### src/rtl/dmem_arbiter_if.sv
`default_nettype none
// ============================================================================
//  Module      : dmem_arbiter_if
//  Description : Bus bundle around dmem_arbiter. Carries the core load/store
//                port, the debug/loader port and the data-memory port.
//                The slave modport is the arbiter; the master modport is its
//                surroundings (core, debug agent and data memory together).
//  Revision    : 1.0 - initial release
// ============================================================================
interface dmem_arbiter_if #(
  parameter int AW = 10,
  parameter int DW = 32
);
  // Core load/store port
  logic          c_req;
  logic          c_we;
  logic [31:0]   c_addr;
  logic [DW-1:0] c_wdata;
  logic          c_gnt;
  logic          c_rvalid;
  logic [DW-1:0] c_rdata;
  logic          core_stall;

  // Debug/loader port
  logic          d_req;
  logic          d_we;
  logic [31:0]   d_addr;
  logic [DW-1:0] d_wdata;
  logic          d_lock;
  logic          d_gnt;
  logic          d_rvalid;
  logic [DW-1:0] d_rdata;

  // Data-memory port
  logic          m_en;
  logic          m_we;
  logic [AW-1:0] m_addr;
  logic [DW-1:0] m_wdata;
  logic [DW-1:0] m_rdata;

  modport slave (
    input  c_req, c_we, c_addr, c_wdata,
    output c_gnt, c_rvalid, c_rdata, core_stall,
    input  d_req, d_we, d_addr, d_wdata, d_lock,
    output d_gnt, d_rvalid, d_rdata,
    output m_en, m_we, m_addr, m_wdata,
    input  m_rdata
  );

  modport master (
    output c_req, c_we, c_addr, c_wdata,
    input  c_gnt, c_rvalid, c_rdata, core_stall,
    output d_req, d_we, d_addr, d_wdata, d_lock,
    input  d_gnt, d_rvalid, d_rdata,
    input  m_en, m_we, m_addr, m_wdata,
    output m_rdata
  );
endinterface
`default_nettype wire

### src/rtl/dmem_arbiter.sv
`default_nettype none
// ============================================================================
//  Module      : dmem_arbiter
//  Description : Round-robin arbiter sharing a single-port synchronous-read
//                data memory between the core load/store port and a
//                debug/loader port. One access per cycle, combinational
//                grant, read data routed back one cycle after the grant.
//                Optional macro DMEM_ARB_LOCK_EN: d_lock with d_req lets the
//                debug port win every contention until either drops.
//  Revision    : 1.0 - initial release
// ============================================================================
module dmem_arbiter #(
  parameter int AW = 10,
  parameter int DW = 32
) (
  input  wire logic      clk,
  input  wire logic      rst,
  dmem_arbiter_if.slave  bus
);

  // Port identifiers used by the last-grant and read-owner registers
  localparam logic c_port_core = 1'b0;
  localparam logic c_port_dbg  = 1'b1;

  logic          r_last;      // port granted most recently
  logic          r_rd_valid;  // a read was issued last cycle
  logic          r_rd_port;   // port that issued that read
  logic          w_c_gnt;
  logic          w_d_gnt;
  logic          w_lock_win;
  logic          w_any_gnt;
  logic          w_sel_we;
  logic [AW-1:0] w_sel_addr;
  logic [DW-1:0] w_sel_wdata;
  logic          w_c_rvalid;
  logic          w_d_rvalid;

  // Debug lock override; constant zero when the feature is compiled out
  always_comb begin
    w_lock_win = 1'b0;
`ifdef DMEM_ARB_LOCK_EN
    w_lock_win = bus.d_lock & bus.d_req;
`endif
  end

  // Grant decision: lone requester wins, contention goes to the port not
  // granted last time; nothing is granted while in reset
  always_comb begin
    w_c_gnt = 1'b0;
    w_d_gnt = 1'b0;
    if (!rst) begin
      if (w_lock_win) begin
        w_d_gnt = 1'b1;
      end else if (bus.c_req && bus.d_req) begin
        if (r_last == c_port_dbg) begin
          w_c_gnt = 1'b1;
        end else begin
          w_d_gnt = 1'b1;
        end
      end else begin
        w_c_gnt = bus.c_req;
        w_d_gnt = bus.d_req;
      end
    end
  end

  assign w_any_gnt = w_c_gnt | w_d_gnt;

  // Memory-side mux: granted port's command, all zero when idle
  always_comb begin
    w_sel_we    = 1'b0;
    w_sel_addr  = '0;
    w_sel_wdata = '0;
    if (w_c_gnt) begin
      w_sel_we    = bus.c_we;
      w_sel_addr  = bus.c_addr[AW+1:2];
      w_sel_wdata = bus.c_wdata;
    end else if (w_d_gnt) begin
      w_sel_we    = bus.d_we;
      w_sel_addr  = bus.d_addr[AW+1:2];
      w_sel_wdata = bus.d_wdata;
    end
  end

  // Round-robin pointer and read-owner tracking
  always_ff @(posedge clk) begin
    if (rst) begin
      r_last     <= c_port_dbg;
      r_rd_valid <= 1'b0;
      r_rd_port  <= c_port_core;
    end else begin
      if (w_any_gnt) begin
        r_last <= w_d_gnt ? c_port_dbg : c_port_core;
      end
      r_rd_valid <= w_any_gnt & ~w_sel_we;
      r_rd_port  <= w_d_gnt ? c_port_dbg : c_port_core;
    end
  end

  // A reset arriving in the cycle after a read grant kills that response
  assign w_c_rvalid = r_rd_valid & ~rst & (r_rd_port == c_port_core);
  assign w_d_rvalid = r_rd_valid & ~rst & (r_rd_port == c_port_dbg);

  assign bus.c_gnt      = w_c_gnt;
  assign bus.d_gnt      = w_d_gnt;
  assign bus.core_stall = ~rst & bus.c_req & ~w_c_gnt;
  assign bus.c_rvalid   = w_c_rvalid;
  assign bus.d_rvalid   = w_d_rvalid;
  assign bus.c_rdata    = w_c_rvalid ? bus.m_rdata : {DW{1'b0}};
  assign bus.d_rdata    = w_d_rvalid ? bus.m_rdata : {DW{1'b0}};

  assign bus.m_en    = w_any_gnt;
  assign bus.m_we    = w_sel_we;
  assign bus.m_addr  = w_sel_addr;
  assign bus.m_wdata = w_sel_wdata;

  // Byte-offset and out-of-range address bits are intentionally dropped
  logic w_unused;
  assign w_unused = &{1'b0, bus.c_addr[31:AW+2], bus.c_addr[1:0],
                      bus.d_addr[31:AW+2], bus.d_addr[1:0], bus.d_lock};

endmodule
`default_nettype wire

### src/flat_wrapper.sv
// flat-port wrapper written by rule: the top's interface ports become plain ports
module dmem_arbiter_flat 
#(
  parameter int AW = 10,
  parameter int DW = 32
)
  (clk, rst, bus_c_req, bus_c_we, bus_c_addr, bus_c_wdata, bus_c_gnt, bus_c_rvalid, bus_c_rdata, bus_core_stall, bus_d_req, bus_d_we, bus_d_addr, bus_d_wdata, bus_d_lock, bus_d_gnt, bus_d_rvalid, bus_d_rdata, bus_m_en, bus_m_we, bus_m_addr, bus_m_wdata, bus_m_rdata);
  dmem_arbiter_if #(.AW(AW), .DW(DW)) bus_i ();
  input  wire logic clk;
  input  wire logic rst;
  input wire logic [$bits(bus_i.c_req)-1:0] bus_c_req;
  input wire logic [$bits(bus_i.c_we)-1:0] bus_c_we;
  input wire logic [$bits(bus_i.c_addr)-1:0] bus_c_addr;
  input wire logic [$bits(bus_i.c_wdata)-1:0] bus_c_wdata;
  output wire logic [$bits(bus_i.c_gnt)-1:0] bus_c_gnt;
  output wire logic [$bits(bus_i.c_rvalid)-1:0] bus_c_rvalid;
  output wire logic [$bits(bus_i.c_rdata)-1:0] bus_c_rdata;
  output wire logic [$bits(bus_i.core_stall)-1:0] bus_core_stall;
  input wire logic [$bits(bus_i.d_req)-1:0] bus_d_req;
  input wire logic [$bits(bus_i.d_we)-1:0] bus_d_we;
  input wire logic [$bits(bus_i.d_addr)-1:0] bus_d_addr;
  input wire logic [$bits(bus_i.d_wdata)-1:0] bus_d_wdata;
  input wire logic [$bits(bus_i.d_lock)-1:0] bus_d_lock;
  output wire logic [$bits(bus_i.d_gnt)-1:0] bus_d_gnt;
  output wire logic [$bits(bus_i.d_rvalid)-1:0] bus_d_rvalid;
  output wire logic [$bits(bus_i.d_rdata)-1:0] bus_d_rdata;
  output wire logic [$bits(bus_i.m_en)-1:0] bus_m_en;
  output wire logic [$bits(bus_i.m_we)-1:0] bus_m_we;
  output wire logic [$bits(bus_i.m_addr)-1:0] bus_m_addr;
  output wire logic [$bits(bus_i.m_wdata)-1:0] bus_m_wdata;
  input wire logic [$bits(bus_i.m_rdata)-1:0] bus_m_rdata;
  assign bus_i.c_req = bus_c_req;
  assign bus_i.c_we = bus_c_we;
  assign bus_i.c_addr = bus_c_addr;
  assign bus_i.c_wdata = bus_c_wdata;
  assign bus_c_gnt = bus_i.c_gnt;
  assign bus_c_rvalid = bus_i.c_rvalid;
  assign bus_c_rdata = bus_i.c_rdata;
  assign bus_core_stall = bus_i.core_stall;
  assign bus_i.d_req = bus_d_req;
  assign bus_i.d_we = bus_d_we;
  assign bus_i.d_addr = bus_d_addr;
  assign bus_i.d_wdata = bus_d_wdata;
  assign bus_i.d_lock = bus_d_lock;
  assign bus_d_gnt = bus_i.d_gnt;
  assign bus_d_rvalid = bus_i.d_rvalid;
  assign bus_d_rdata = bus_i.d_rdata;
  assign bus_m_en = bus_i.m_en;
  assign bus_m_we = bus_i.m_we;
  assign bus_m_addr = bus_i.m_addr;
  assign bus_m_wdata = bus_i.m_wdata;
  assign bus_i.m_rdata = bus_m_rdata;
  dmem_arbiter #(.AW(AW), .DW(DW)) u_core (.clk(clk), .rst(rst), .bus(bus_i));
endmodule
### config.mk
export PLATFORM = sky130hd
export DESIGN_NAME = dmem_arbiter_flat
export DESIGN_NICKNAME = d
export VERILOG_FILES = /design/src/rtl/dmem_arbiter_if.sv /design/src/rtl/dmem_arbiter.sv /design/src/flat_wrapper.sv
export SDC_FILE = /design/constraint.sdc
export NUM_CORES = 1
export LEC_CHECK = 0
export CAP_MARGIN = 30
export CORE_AREA = 2 2 107 109
export DETAILED_ROUTE_END_ITERATION = 16
export DIE_AREA = 0 0 109 111
export GPL_ROUTABILITY_DRIVEN = 0
export SKIP_LAST_GASP = 1
export SLEW_MARGIN = 20
export SYNTH_ARGS = -nofsm -noshare
export SYNTH_HDL_FRONTEND = slang
export SYNTH_SLANG_ARGS = --single-unit
### constraint.sdc
create_clock -name clk -period 1.66 [get_ports clk]
set_input_delay 0.332 -clock clk [delete_from_list [all_inputs] [get_ports clk]]
set_output_delay 0.332 -clock clk [all_outputs]
set_load 0.01 [all_outputs]
==> results of run 1 <==
-- registers in the layout, summed over array words and instances (netlist names) --
name,count
u_core.r_last,1
u_core.r_rd_port,1
u_core.r_rd_valid,1
-- worst paths after layout --
kind / endpoint / cells after the start / slack, ns / from
worst max-delay path: bus_m_wdata[3] / 6 / -0.10 / u_core.r_last$_SDFFE_PP1P_
worst min-delay path: u_core.r_last$_SDFFE_PP1P_ / 3 / 0.41 / bus_d_req
worst max register to register: u_core.r_rd_valid$_SDFF_PP0_ / 5 / 0.50 / u_core.r_last$_SDFFE_PP1P_
worst min register to register: u_core.r_last$_SDFFE_PP1P_ / 2 / 0.54 / u_core.r_last$_SDFFE_PP1P_
-- routing by layer --
metal  share of wire [%]  vias to the layer above  GRT usage, %
met5                   0                        -             0
met4                 1.3                        0          3.76
met3                 9.0                       12          3.47
met2                  52                      134          28.2
met1                  37                     1194          15.1
li1                    -                     1223             -
-- power by group through the flow --
stage          sequential, mW  combinational (mW)  clock, mW
3_5_place_dp           0.0832               0.786          0
5_1_grt                0.0839               0.988      0.397
4_1_cts                0.0829               0.872      0.389
3_3_place_gp           0.0833               0.781          0
6_report               0.0830               0.928      0.384
2_1_floorplan          0.0826               0.277          0
-- logic make-up (layout without fill, tap and decap cells) --
logic type             count (synthesis)  count (layout)  share of synthesized area (%)
flip-flops                             3               3                           4.44
other                                  0               1                              0
AND/OR/NAND/NOR                      122             122                           48.3
AO/OA/AOI/OAI                         46              46                           30.2
buffers and inverters                 26             278                           17.1
-- tightest hold or removal path, stage by stage --
cell and delay (ns):
buf_2 0.13, o21ai_0 0.08, nand2b_1 0.06
-- cells in the final DEF, fill, tap and decap left out, types with 8 or more instances in the layout --
cell type | Yosys | final
a32oi_2 | 0 | 17
clkbuf_2 | 2 | 9
and2_1 | 62 | 9
nor2_1 | 47 | 47
buf_4 | 2 | 9
a32oi_1 | 43 | 26
buf_6 | 15 | 62
buf_2 | 1 | 49
clkdlybuf4s50_1 | 0 | 118
and2_4 | 0 | 53
buf_12 | 0 | 9
buf_16 | 0 | 8
-- layout make-up --
| class | instances | area, um2 |
|---|---|---|
| fill | 1136 | 6600 |
| timing repair buffer | 274 | 2820 |
| multi-input combinational | 168 | 1330 |
| tap | 143 | 179 |
| clock buffer | 4 | 78.8 |
| sequential | 3 | 66.3 |
| antenna | 1 | 2.50 |
-- cells in the mapped netlist --
cell      number
a21boi_4       1
clkbuf_1       5
nand2_1        4
buf_6         15
o31ai_1        1
nor3b_1        2
clkbuf_8       1
and2_1        62
nand2b_1       2
nor3_1         1
nor3b_4        1
dfxtp_1        3
o21ai_0        1
a32oi_1       43
nor2b_1        2
and3b_2        1
buf_2          1
buf_4          2
clkbuf_2       2
nor2_1        47
-- repair_timing --
item                                    in CTS  in global routing
cloned                                      13                  2
hold buffers                                 0                  0
setup buffers                               14                  3
pin swaps                                   22                 66
gates resized for setup                    460                139
endpoints found under the setup margin     113                109
==> impl_metrics.py, run 1 <==
metrics = {
    "synthesis": {
        "synth_cell_type_count": 20,
        "synth_nets": 364,
        "avgSynthCellArea_um2": 6.87,
        "ys_ff_latch": 3,
        "yosysWarnings": 0,
        "syn_inst": 197,
        "synth_area_mm2": 0.00135,
        "ys_seq_area_share_pct": 4.44,
        "synth_area_leader_cell": "and2_1",
        "netlist.area_leader.share_pct": 28.7,
        "synthTopCellsByArea": "and2_1 (29%), a32oi_1 (28%), nor2_1 (13%)",
    },
    "die": {
        "placementRows": 39,
        "die_y_um": 111,
        "design.core.area_mm2": 0.0111,
        "die-area_mm2": 0.0121,
        "fp.dieW_um": 109,
        "ios": 280,
        "start_util_pct": 12.2,
    },
    "power_and_ir_drop": {
        "pwr-share-comb_pct": 66.5,
        "pwr-share-clk_pct": 27.5,
        "power.internal_mw": 0.974,
        "power.density_mw_per_mm2": 311,
        "switching_share_pct": 30.2,
        "peakVddDrop_uv": 246,
        "leakagePower_nw": 2.00,
        "power.switching_mw": 0.421,
        "power_frac_seq_pct": 6.0,
        "power.total_mw": 1.39,
    },
    "timing": {
        "hold_slack_ns": 0.413,
        "tightestPinTransition_ns": 0.275,
        "fmax_ghz": 0.567,
        "final.period_utilization_pct": 106,
        "drv_slew": 0,
        "finalHoldViolations": 0,
        "tns_ns": -3.28,
        "rsz0062_at_grt": "true",
        "slew_headroom_pct": 81.7,
        "timing.final.ws_setup_ns": -0.104,
        "period_needed_ns": 1.76,
        "setup_viol": 50,
        "finClkSkew_ns": 0.000301,
    },
    "setup_path": {
        "worstPathMaxFanout": 5,
        "path_buf_inv": 3,
        "cp.arrival_ns": 1.43,
        "cp_top_family": "buffers and inverters",
        "start_kind": "flop",
        "cp-end-kind": "primary output",
        "max_stage_delay_ns": 0.35,
        "critPathSlowestCell": "dfxtp_4",
        "path_class": "reg2out",
        "cp_cell_sequence": "nand2b_4 > buf_12 > buf_16 > a32oi_1 > nor2_1 > buf_2",
        "required_ns": 1.33,
    },
    "routing": {
        "wl_per_cell_um": 16.2,
        "drc": 0,
        "drt_iter0_markers": 108,
        "vias": 2563,
        "postRouteWirelength_um": 9600,
        "via_per_inst": 4.32,
        "drtAntennaViolNets": 0,
        "firstDrtPassIters": 5,
    },
    "layout": {
        "drive_gt1_share_pct": 52.1,
        "final_cell_area_mm2": 0.00448,
        "syn2layout_area_growth_pct": 231,
        "stdcell_count": 593,
        "nets": 617,
        "utilization_pct": 40.4,
    },
    "grt": {
        "grt_pass1_wl_um": 13800,
        "grt_antenna_before_repair": 1,
        "track_usage_pct": 14.5,
        "grt_pass1_vias": 2616,
        "grt_max_degree": 29,
        "overflow": 0,
    },
    "clocking": {
        "clk_latency_ns": 0.22,
        "cts_buffer_depth": 2,
        "root_buffer": "clkbuf_16",
        "cts_tree": "built",
        "clk_pin_slew_worst_paths_ns": 0.03,
        "cts_sinks": 3,
        "htree_levels": 1,
        "cts_made_buffers": 3,
    },
    "status": {
        "violations": "negative setup slack",
        "status": "complete, but fails checks",
    },
    "placed_design": {
        "hpwl_um": 6110,
        "portBuffers": 234,
        "place_ws_ns": -0.745,
        "dp.cells": 563,
        "placed_cell_area_mm2": 0.00379,
    },
    "hold_path": {
        "hp-class": "in2reg",
    },
    "run": {
        "drv_cap": 0,
    },
}
Power figures use the tool's default switching activity.
==> run 2: changes to the inputs <==
--- a/config.mk
+++ b/config.mk
@@ -7,6 +7,7 @@
 export LEC_CHECK = 0
 export CAP_MARGIN = 30
 export CORE_AREA = 2 2 107 109
+export CTS_CLUSTER_DIAMETER = 60
 export DETAILED_ROUTE_END_ITERATION = 16
 export DIE_AREA = 0 0 109 111
 export GPL_ROUTABILITY_DRIVEN = 0
==> constraint.sdc (replaced) <==
create_clock -name clk -period 1.7 [get_ports clk]
set_input_delay 0.34 -clock clk [delete_from_list [all_inputs] [get_ports clk]]
set_output_delay 0.34 -clock clk [all_outputs]
set_load 0.01 [all_outputs]
==> run 2 against run 1 <==
Net effect:
- the run still ends with negative setup slack left
- wire length up 3.9%
- clock power down 2%
- via count up 1.4%
- worst setup slack worse by 0.050 ns
- power up 1.9%
- critical path type unchanged
- critical endpoint is now bus_m_addr[0]
==> impl_metrics.py, run 2 (same netlist as run 1, synthesis figures left out) <==
metrics = {
    "layout": {
        "final_common_cell": "clkdlybuf4s50_1",
        "stdcell_count": 613,
        "nets": 637,
        "final_cell_mix": "clkdlybuf4s50_1 (118), buf_2 (50), nor2_1 (47)",
        "syn2layout_area_growth_pct": 232,
        "fillCellCount": 1157,
        "drive_gt1_share_pct": 47.3,
        "reg_top3": "u_core.r_last x1, u_core.r_rd_port x1, u_core.r_rd_valid x1",
    },
    "setup_path": {
        "start_kind": "flop",
        "r2r_slack_ns": 0.39,
        "required_ns": 1.36,
        "worstPathMaxFanout": 7,
        "reg2reg_depth": 6,
        "cp.arrival_ns": 1.51,
        "cp-end-kind": "primary output",
        "path_class": "reg2out",
    },
    "clocking": {
        "clk_pin_slew_worst_paths_ns": 0.03,
        "cts_made_buffers": 3,
        "root_buffer": "clkbuf_16",
        "cts_tree": "built",
        "htree_levels": 1,
        "cts_sinks": 3,
        "clk_latency_ns": 0.22,
        "cts_buffer_depth": 2,
    },
    "routing": {
        "vias": 2598,
        "drc": 0,
        "wl_per_cell_um": 16.3,
        "firstDrtPassIters": 6,
        "postRouteWirelength_um": 9980,
        "drt_iter0_markers": 121,
        "via_per_inst": 4.24,
        "drtAntennaViolNets": 0,
    },
    "timing": {
        "finClkSkew_ns": 0.0000591,
        "setup_viol": 85,
        "tightestPinTransition_ns": 0.277,
        "fmax_ghz": 0.540,
        "rsz0062_at_grt": "true",
        "finalHoldViolations": 0,
        "hold_slack_ns": 0.435,
        "period_needed_ns": 1.85,
        "slew_headroom_pct": 81.5,
        "timing.final.ws_setup_ns": -0.153,
        "drv_slew": 0,
        "final.period_utilization_pct": 109,
    },
    "power_and_ir_drop": {
        "peakVddDrop_uv": 241,
        "leakagePower_nw": 2.10,
        "power.density_mw_per_mm2": 316,
        "power.total_mw": 1.42,
    },
    "grt": {
        "grt_antenna_before_repair": 1,
        "grt_max_degree": 29,
        "overflow": 0,
        "track_usage_pct": 14.5,
        "grt_pass1_vias": 2577,
        "grt_pass1_wl_um": 13800,
    },
    "die": {
        "die_y_um": 111,
        "die-area_mm2": 0.0121,
        "placementRows": 39,
        "fp.dieW_um": 109,
        "design.core.area_mm2": 0.0111,
        "ios": 280,
        "start_util_pct": 12.2,
    },
    "placed_design": {
        "place_ws_ns": -0.739,
        "hpwl_um": 6110,
        "dp.cells": 563,
        "portBuffers": 234,
    },
    "status": {
        "status": "complete, but fails checks",
        "violations": "negative setup slack",
    },
    "run": {
        "drv_cap": 0,
    },
    "hold_path": {
        "hold_depth": 3,
        "hp-class": "in2reg",
    },
}
==> run 2: worst max-delay path, cell delays in order (launching register included) <==
cell and delay (ns):
dfxtp_4 0.35, nand2b_4 0.21, buf_12 0.16, buf_16 0.13, a32oi_2 0.21, nor2_1 0.08, buf_2 0.14
==> run 2: final cells by class <==
class / instances / area (um2) / share of cell area, %
clock buffers: 4 / 78.8 / 1.75
multi-input cells: 168 / 1250 / 27.7
diodes: 1 / 2.50 / 0.0557
repair buffers: 294 / 2920 / 65.0
flip-flops and latches: 3 / 66.3 / 1.48
well taps: 143 / 179 / 3.98
==> run 2: per-stage QoR <==
stage	cell area, um2	utilization [%]	setup TNS, ns
floorplan	1350	-	0
global placement	3790	34.3	-44.07
detailed placement	3790	34.3	-45.89
CTS	4210	38.0	-10.89
global route	4490	40.6	-11.21
finish	4490	40.6	-5.85
==> run 2: power breakdown <==
| part | internal (mW) | switching (mW) |
|---|---|---|
| registers | 0.0760 | 0.00522 |
| logic | 0.612 | 0.353 |
| clock network | 0.310 | 0.0654 |
| total | 0.998 | 0.424 |
==> run 2: per-layer routing <==
layer | share of wire [%] | track usage (%) | vias up
li1 | - | - | 1263
met1 | 37 | 15.9 | 1189
met2 | 52 | 27.7 | 140
met4 | 0.78 | 2.99 | 0
met5 | 0 | 0 | -
met3 | 9.6 | 3.29 | 6
==> run 2: path summary, 6_finish.rpt <==
path                                    from                      endpoint
setup reg to reg  u_core.r_last$_SDFFE_PP1P_  u_core.r_rd_valid$_SDFF_PP0_
hold reg to reg   u_core.r_last$_SDFFE_PP1P_    u_core.r_last$_SDFFE_PP1P_
hold / removal                     bus_d_req    u_core.r_last$_SDFFE_PP1P_
setup / recovery  u_core.r_last$_SDFFE_PP1P_                 bus_m_addr[0]
==> run 2: repair_timing <==
action                                 CTS  global route
setup buffers                           24             8
hold buffers                             0             0
pin swaps                               18            42
gates cloned                            13             3
setup endpoints to repair              113           109
endpoints found under the hold margin    0             0
gates resized for setup                396           129
